$ cat src/rtl/sp_ram_arb_pkg.sv
// Shared types and helpers for the two-master single-port RAM arbiter.
package sp_ram_arb_pkg;

  typedef logic master_id_t;

  typedef struct packed {
    logic       valid;
    master_id_t id;
    logic       we;
    logic       err;
  } resp_tag_t;

  localparam string ARB_ROUND_ROBIN = "ROUND_ROBIN";
  localparam string ARB_FIXED       = "FIXED";

  function automatic int clogb2(input int value);
    int r;
    r = 0;
    for (int v = value - 1; v > 0; v = v >> 1) r++;
    return r;
  endfunction

endpackage

$ cat src/rtl/sp_ram_rr_arb.sv
// Two-way arbiter: round-robin or fixed (m0 first) priority, one-hot grant.
module sp_ram_rr_arb
  import sp_ram_arb_pkg::*;
#(
  parameter bit FIXED_PRIO = 1'b0
) (
  input  logic       i_clk,
  input  logic       i_rst,
  input  logic [1:0] i_req,
  output logic [1:0] o_gnt
);

  logic       r_last_m1;
  logic [1:0] w_gnt;

  always_comb begin
    w_gnt = 2'b00;
    if (!i_rst) begin
      case (i_req)
        2'b01:   w_gnt = 2'b01;
        2'b10:   w_gnt = 2'b10;
        2'b11:   w_gnt = (FIXED_PRIO || r_last_m1) ? 2'b01 : 2'b10;
        default: w_gnt = 2'b00;
      endcase
    end
  end

  assign o_gnt = w_gnt;

  // Pointer holds the last winner; it only moves on a real grant.
  always_ff @(posedge i_clk) begin
    if (i_rst) begin
      r_last_m1 <= 1'b1;
    end else if (|w_gnt) begin
      r_last_m1 <= w_gnt[1];
    end
  end

endmodule

$ cat src/rtl/sp_ram_arbiter.sv
// Shares one single-port byte-write RAM between two req/gnt/rvalid masters,
// with range checking and a 1- or 2-stage response tag pipeline.
module sp_ram_arbiter
  import sp_ram_arb_pkg::*;
#(
  parameter int    NB_COL       = 4,
  parameter int    COL_WIDTH    = 8,
  parameter int    RAM_DEPTH    = 16384,
  parameter int    ADDR_WIDTH   = 32,
  parameter int    READ_LATENCY = 1,
  parameter string ARB_MODE     = "ROUND_ROBIN",
  localparam int   RAW          = clogb2(RAM_DEPTH),
  localparam int   DW           = NB_COL * COL_WIDTH
) (
  input  logic                  clka,
  input  logic                  rsta,
  input  logic                  m0_req_i,
  output logic                  m0_gnt_o,
  input  logic [ADDR_WIDTH-1:0] m0_addr_i,
  input  logic                  m0_we_i,
  input  logic [NB_COL-1:0]     m0_be_i,
  input  logic [DW-1:0]         m0_wdata_i,
  output logic                  m0_rvalid_o,
  output logic [DW-1:0]         m0_rdata_o,
  output logic                  m0_err_o,
  input  logic                  m1_req_i,
  output logic                  m1_gnt_o,
  input  logic [ADDR_WIDTH-1:0] m1_addr_i,
  input  logic                  m1_we_i,
  input  logic [NB_COL-1:0]     m1_be_i,
  input  logic [DW-1:0]         m1_wdata_i,
  output logic                  m1_rvalid_o,
  output logic [DW-1:0]         m1_rdata_o,
  output logic                  m1_err_o,
  output logic [RAW-1:0]        ram_addra_o,
  output logic [DW-1:0]         ram_dina_o,
  output logic [NB_COL-1:0]     ram_wea_o,
  output logic                  ram_ena_o,
  output logic                  ram_rsta_o,
  output logic                  ram_regcea_o,
  input  logic [DW-1:0]         ram_douta_i
);

  localparam int LOG_COL    = clogb2(NB_COL);
  localparam int WIW        = ADDR_WIDTH - LOG_COL;
  localparam bit FIXED_PRIO = (ARB_MODE == ARB_FIXED);

  logic [1:0]            w_gnt;
  logic                  w_grant;
  master_id_t            w_sel;
  logic [ADDR_WIDTH-1:0] w_addr;
  logic                  w_we;
  logic [NB_COL-1:0]     w_be;
  logic [DW-1:0]         w_wdata;
  logic [WIW-1:0]        w_word;
  logic                  w_in_range;
  resp_tag_t             w_tag_in;
  resp_tag_t             w_tag_out;
  resp_tag_t             r_s1;
  logic                  w_regce;
  logic                  w_rv;
  logic                  w_data_ok;

  sp_ram_rr_arb #(.FIXED_PRIO(FIXED_PRIO)) u_arb (
    .i_clk (clka),
    .i_rst (rsta),
    .i_req ({m1_req_i, m0_req_i}),
    .o_gnt (w_gnt)
  );

  assign m0_gnt_o = w_gnt[0];
  assign m1_gnt_o = w_gnt[1];
  assign w_grant  = |w_gnt;
  assign w_sel    = w_gnt[1];

  assign w_addr  = w_sel ? m1_addr_i  : m0_addr_i;
  assign w_we    = w_sel ? m1_we_i    : m0_we_i;
  assign w_be    = w_sel ? m1_be_i    : m0_be_i;
  assign w_wdata = w_sel ? m1_wdata_i : m0_wdata_i;

  assign w_word     = w_addr[ADDR_WIDTH-1:LOG_COL];
  assign w_in_range = (w_word < WIW'(RAM_DEPTH));

  // Out-of-range requests are granted but never touch the RAM.
  assign ram_addra_o = w_word[RAW-1:0];
  assign ram_dina_o  = w_wdata;
  assign ram_ena_o   = w_grant & w_in_range;
  assign ram_wea_o   = (ram_ena_o && w_we) ? w_be : '0;
  assign ram_rsta_o  = rsta;

  always_comb begin
    w_tag_in       = '0;
    w_tag_in.valid = w_grant;
    w_tag_in.id    = w_sel;
    w_tag_in.we    = w_we;
    w_tag_in.err   = ~w_in_range;
  end

  always_ff @(posedge clka) begin
    if (rsta) begin
      r_s1 <= '0;
    end else begin
      r_s1 <= w_tag_in;
    end
  end

  generate
    if (READ_LATENCY == 2) begin : g_lat2
      resp_tag_t r_s2;
      always_ff @(posedge clka) begin
        if (rsta) begin
          r_s2 <= '0;
        end else begin
          r_s2 <= r_s1;
        end
      end
      assign w_tag_out = r_s2;
      assign w_regce   = r_s1.valid;
    end else begin : g_lat1
      assign w_tag_out = r_s1;
      assign w_regce   = 1'b0;
    end
  endgenerate

  assign ram_regcea_o = w_regce & ~rsta;

  assign w_rv      = w_tag_out.valid & ~rsta;
  assign w_data_ok = ~w_tag_out.we & ~w_tag_out.err;

  assign m0_rvalid_o = w_rv & (w_tag_out.id == 1'b0);
  assign m1_rvalid_o = w_rv & (w_tag_out.id == 1'b1);
  assign m0_err_o    = m0_rvalid_o & w_tag_out.err;
  assign m1_err_o    = m1_rvalid_o & w_tag_out.err;
  assign m0_rdata_o  = (m0_rvalid_o && w_data_ok) ? ram_douta_i : '0;
  assign m1_rdata_o  = (m1_rvalid_o && w_data_ok) ? ram_douta_i : '0;

endmodule
$ cat config.mk
export PLATFORM = sky130hd
export DESIGN_NAME = sp_ram_arbiter
export DESIGN_NICKNAME = d
export VERILOG_FILES = /design/src/rtl/sp_ram_arb_pkg.sv /design/src/rtl/sp_ram_rr_arb.sv /design/src/rtl/sp_ram_arbiter.sv
export SDC_FILE = /design/constraint.sdc
export NUM_CORES = 1
export LEC_CHECK = 0
export CORE_AREA = 2 2 114 116
export CTS_BUF_LIST = sky130_fd_sc_hd__clkbuf_4
export DETAILED_ROUTE_END_ITERATION = 10
export DIE_AREA = 0 0 116 118
export MAX_ROUTING_LAYER = met4
export PLACE_DENSITY = 0.61
export SYNTH_ARGS = -nofsm -noshare
export SYNTH_HDL_FRONTEND = slang
export SYNTH_SLANG_ARGS = --single-unit
$ cat constraint.sdc
create_clock -name clka -period 1.24 [get_ports clka]
set_input_delay 0.124 -clock clka [delete_from_list [all_inputs] [get_ports clka]]
set_output_delay 0.124 -clock clka [all_outputs]
set_load 0.02 [all_outputs]
# Yosys cells after proc, flatten, opt, wreduce, memory -nomap -nowiden
# Cells that the tools add are included.
# Widths: inputs -> output; s select.
dict set report classes {
  magnitude_cmp 1
  n_eq_ne 3
  mux 10
  bitwise_logic 12
  reduce_logical 4
}
# operator count
set op_table {}
lappend op_table {{$mux 32} 4}
lappend op_table {{$lt 30x15->1 const B} 1}
lappend op_table {{$mux 4} 2}
lappend op_table {{$and 1x1->1} 7}
lappend op_table {{$pmux 2 s3} 1}
lappend op_table {{$not 1->1} 5}
lappend op_table {{$eq 2x2->1 const B} 2}
lappend op_table {{$mux 2} 2}
lappend op_table {{$logic_and 1x1->1} 3}
lappend op_table {{$eq 2x1->1 const B} 1}
lappend op_table {{$reduce_or 2->1} 1}
lappend op_table {{$mux 1} 1}
dict set report totals {
  regBits 5
  wordCells 35
}

# Longest topological paths before layout
dict set report logic_depth {
  word_depth 8
  depth_mapped 6
  mapped_depth_nobuf 4
}

# Modules after synthesis
# From an unflattened synthesis, not the netlist that was laid out.
dict set report hier_totals {
  hier_cells 178
  hier_area_um2 1506.4
}
# mod n_inst cells_each area_per_inst_um2
set modules_own_cells {}
lappend modules_own_cells {sp_ram_arbiter 1 171 1448.9}
lappend modules_own_cells {sp_ram_rr_arb 1 7 57.6}

# Least setup slack after synthesis
# No wires, ideal clock.
dict set report synth_path {
  path_type {register to output}
  start {reg r_s1[2] (netlist name)}
  end {out m0_rdata_o[10]}
  t_arrival_ns 1.447
  t_required_ns 1.116
  slack_ns -0.331
  path_stages_with_launch 5
  n_path_buf 1
  cell_sequence {dfxtp_1 -> nor3b_2 -> nor3b_2 -> clkbuf_1 -> and2_1}
}
dict set report synth_via {
  elab_chain_cells 4
}
# element line
set synth_rtl {}
lappend synth_rtl {{from (decl)} sp_ram_arbiter.sv:59} ;# resp_tag_t r_s1;
lappend synth_rtl {{from (signal assigned)} sp_ram_arbiter.sv:103} ;# r_s1 <= w_tag_in;
lappend synth_rtl {{$not 1->1} sp_ram_arbiter.sv:130} ;# assign m0_rvalid_o = w_rv & (w_tag_out.id == 1'b0);
lappend synth_rtl {{$and 1x1->1} sp_ram_arbiter.sv:130}
lappend synth_rtl {{named net m0_rvalid_o} sp_ram_arbiter.sv:23} ;# output logic m0_rvalid_o,
lappend synth_rtl {{$logic_and 1x1->1} sp_ram_arbiter.sv:134} ;# assign m0_rdata_o = (m0_rvalid_o && w_data_ok) ? ram_douta_i : '0;
lappend synth_rtl {{$mux 32} sp_ram_arbiter.sv:134}
lappend synth_rtl {{to (decl)} sp_ram_arbiter.sv:24} ;# output logic [DW-1:0] m0_rdata_o,
# The timed path passes the listed nets, and every way through them passes these cells.

# Final worst setup path
dict set report layout_path {
  start {in m1_addr_i[17]}
  end {out ram_wea_o[0]}
}
dict set report layout_via {
  elab_chain_cells 5
}
# element line
set layout_rtl {}
lappend layout_rtl {{from (decl)} sp_ram_arbiter.sv:28} ;# input logic [ADDR_WIDTH-1:0] m1_addr_i,
lappend layout_rtl {{$mux 32} sp_ram_arbiter.sv:76} ;# assign w_addr = w_sel ? m1_addr_i : m0_addr_i;
lappend layout_rtl {{$lt 30x15->1} sp_ram_arbiter.sv:82} ;# assign w_in_range = (w_word < WIW'(RAM_DEPTH));
lappend layout_rtl {{$and 1x1->1} sp_ram_arbiter.sv:87} ;# assign ram_ena_o = w_grant & w_in_range;
lappend layout_rtl {{$logic_and 1x1->1} sp_ram_arbiter.sv:88} ;# assign ram_wea_o = (ram_ena_o && w_we) ? w_be : '0;
lappend layout_rtl {{$mux 4} sp_ram_arbiter.sv:88}
lappend layout_rtl {{to (decl)} sp_ram_arbiter.sv:37} ;# output logic [NB_COL-1:0] ram_wea_o,
# Every way passes these cells.

==> results.yml <==
run_status:
  status: "complete, but fails checks"
  violations: "setup timing"
placement:
  gp_congestion: 0.933
  io_buffers: 291
  placed_cells: 650
  post-place-ws_ns: -1.32
  dp_hpwl_mm: 8.98
  placed_area_um2: 5120
sta:
  max_freq_mhz: 578
  finalHoldViolCount: 0
  grt_setup_unrepaired: "true"
  setup_ws_ns: -0.490
  whs_ns: 0.348
  drv_slew: 0
  min_period_over_period: 1.39
  setup_tns_ns: -49.93
  final.min_clock_period_ns: 1.73
  finalClockSkew_ns: 0.00705
  setup_viol: 119
floorplan:
  ios: 297
  num_rows: 41
  die_h_um: 118
  core_um2: 12400
  die_x_um: 116
  fp.dieArea_um2: 13700
  start_util: 0.117
drt:
  drtIter0Drc: 47
  wl_per_cell_um: 16.6
  post_drt_via_cell_ratio: 3.96
  drc: 0
  ant_nets: 0
  first_pass_iters: 3
  wirelength_mm: 11.1
  vias: 2654
finish:
  final.fill_count: 1179
  final_cell_area_um2: 5740
  stdcell_count: 671
  drive_above_1_share: 0.649
  antenna_cells: 0
  area_growth_pct: 296
  nNetsFinal: 674
global_routing:
  grt_max_degree: 17
  grt-ovfl-total: 0
  grt_pass1_vias: 2875
  antenna_found_initial: 0
  grt_usage: 0.155
  grt_pass1_wl_mm: 15.8
synthesis:
  synth-simple-area-share: 0.442
  synth_flop_cell: "dfxtp_1"
  yosys-top-cells-area: "mux2_1 (36%), and2_1 (30%), dfxtp_1 (6.9%), buf_6 (3.9%), or4_1 (3.6%)"
  synthArstFlopShare: 0
  ys_ff_latch: 5
  synth.avg_cell_area_um2: 8.19
  synth_area_leader_cell: "mux2_1"
  netlist_area_um2: 1450
  synth-seq-area-share: 0.0691
  synthCells: 177
  synth_mux_area_frac: 0.358
  ys_warn_count: 0
  synth_top_family_by_area: "simple AND/OR/NAND/NOR gates"
  yosysUniqueCellTypes: 27
  synth-edff-count: 0
  synth_top_area_frac: 0.358
  synth_compound_area_frac: 0.0561
  synth-xor-area-share: 0
  synth_nets: 351
  synth_adder_area_share: 0
critical_path:
  startpoint_type: "input pin"
  cp.arrival_ns: 1.61
  path_class: "in -> out"
  crit_top_cell: "buf_6"
  worstPathMaxFanout: 5
  slowest_stage: "or4_4"
  end_kind: "primary output"
  critPathLaunch: "m1_addr_i[17]"
  slowest_delay_ns: 0.50
  reg2reg_from: "u_arb.r_last_m1$_SDFFE_PP1N_"
  required_ns: 1.12
  path_cells: "dlygate4sd2_1 -> or4_4 -> nor2_4 -> buf_6 -> nand4_1 -> a21oi_4 -> buf_6"
clock_tree:
  cts_buffers: 3
  cts_sinks: 5
  path_clk_slew_ns: 0.05
  insertion_delay_ns: 0.26
  holdBufCountCts: 0
  ctsHtreeMaxLevel: 1
  cts_tree: "built"
  root_buffer: "clkbuf_4"
  cts_buffer_depth: 2
pwr:
  leakage_nw: 2.52
  peakVddDrop_mv: 0.317
  powerDensity_nw_per_um2: 359
worst_hold_path:
  hold_class: "in -> reg"
  hold_start: "m1_req_i"
flow_run:
  drv_cap: 0
metrics by stage:
stage | utilization | power (mW)
6_report | 0.462 | 2.06
5_1_grt | 0.462 | 2.16
4_1_cts | 0.457 | 2.04
3_5_place_dp | 0.412 | 1.70
3_3_place_gp | 0.412 | 1.69
2_1_floorplan | - | 0.768
critical path, delay by kind of cell:
family,cells,cell delay (ns)
and+or+nand+nor,3,0.81
buffers and inverters,3,0.51
AOI/OAI and AO/OA,1,0.17
cell type report:
type	count	area, um2	share of cell area
Multi-Input combinational cell	157	1800	0.314
Tap cell	172	215	0.0375
Clock buffer	4	30.0	0.00524
Timing Repair Buffer	332	3580	0.625
Inverter	1	3.75	0.000654
Sequential cell	5	104	0.0181
synth_stat cells (all sizes together), types with 2 or more instances:
cell / count
and2: 69
mux2: 46
buf: 8
or4: 8
clkbuf: 6
a21oi: 5
dfxtp: 5
nor2: 5
nand3: 4
nand4: 4
nor3b: 3
nor2b: 2
o21ai: 2
cell families (layout without fill, tap and decap cells):
kind of cell           after synthesis  in the layout
other                                1              1
flip-flops                           5              5
AND/OR/NAND/NOR                     99             99
buffers and inverters               15            337
multiplexers                        46             46
AO/OA/AOI/OAI                       11             11
path summary, 6_finish.rpt:
path	end	slack, ns	cells after the start
min	u_arb.r_last_m1$_SDFFE_PP1N_	0.35	4
max reg2reg	r_s1[0]$_SDFF_PP0_	-0.07	6
max	ram_wea_o[0]	-0.49	7
min reg2reg	u_arb.r_last_m1$_SDFFE_PP1N_	0.51	2
layer usage:
layer / share of wire / vias to the layer above / global-route usage
met3: 0.091 / 12 / 0.0345
li1: - / 1264 / -
met2: 0.54 / 154 / 0.293
met5: 0 / - / -
met4: 0.012 / 0 / 0.0275
met1: 0.36 / 1224 / 0.165
state kept, by name, indices dropped and copies added, names as in the netlist:
register and count:
r_s1 4, u_arb.r_last_m1 1
power by group:
part | leakage [nW] | switching [mW] | total, mW | internal (mW)
combinational | 2.46 | 0.584 | 1.65 | 1.06
clock | 0.0184 | 0.0846 | 0.229 | 0.145
sequential | 0.0421 | 0.0117 | 0.185 | 0.173
total | 2.52 | 0.681 | 2.06 | 1.38
cell usage in the layout (no fill, tap or decap), drive strengths merged:
cell type,instances
a21oi,5
a21boi,1
inv,1
conb,1
clkdlybuf4s15,12
and3b,1
nor2b,2
clkbuf,4
nor3,1
and3,1
or4,8
nand2,1
dfxtp,5
buf,168
and2,69
dlygate4sd2,17
mux2,46
clkdlybuf4s50,135
o21ai,2
a32oi,1
a211oi,1
nand4,4
nor2,5
o21ba,1
nand3,4
nor3b,3
repair_timing:
item                                   CTS  global route
gates cloned                             6             0
setup endpoints to repair              123           121
endpoints found under the hold margin    0             0
gates resized for setup                809            32
buffers inserted                        11             2
pin swaps                               38             7
No activity file was read; power rests on OpenSTA's default activity.
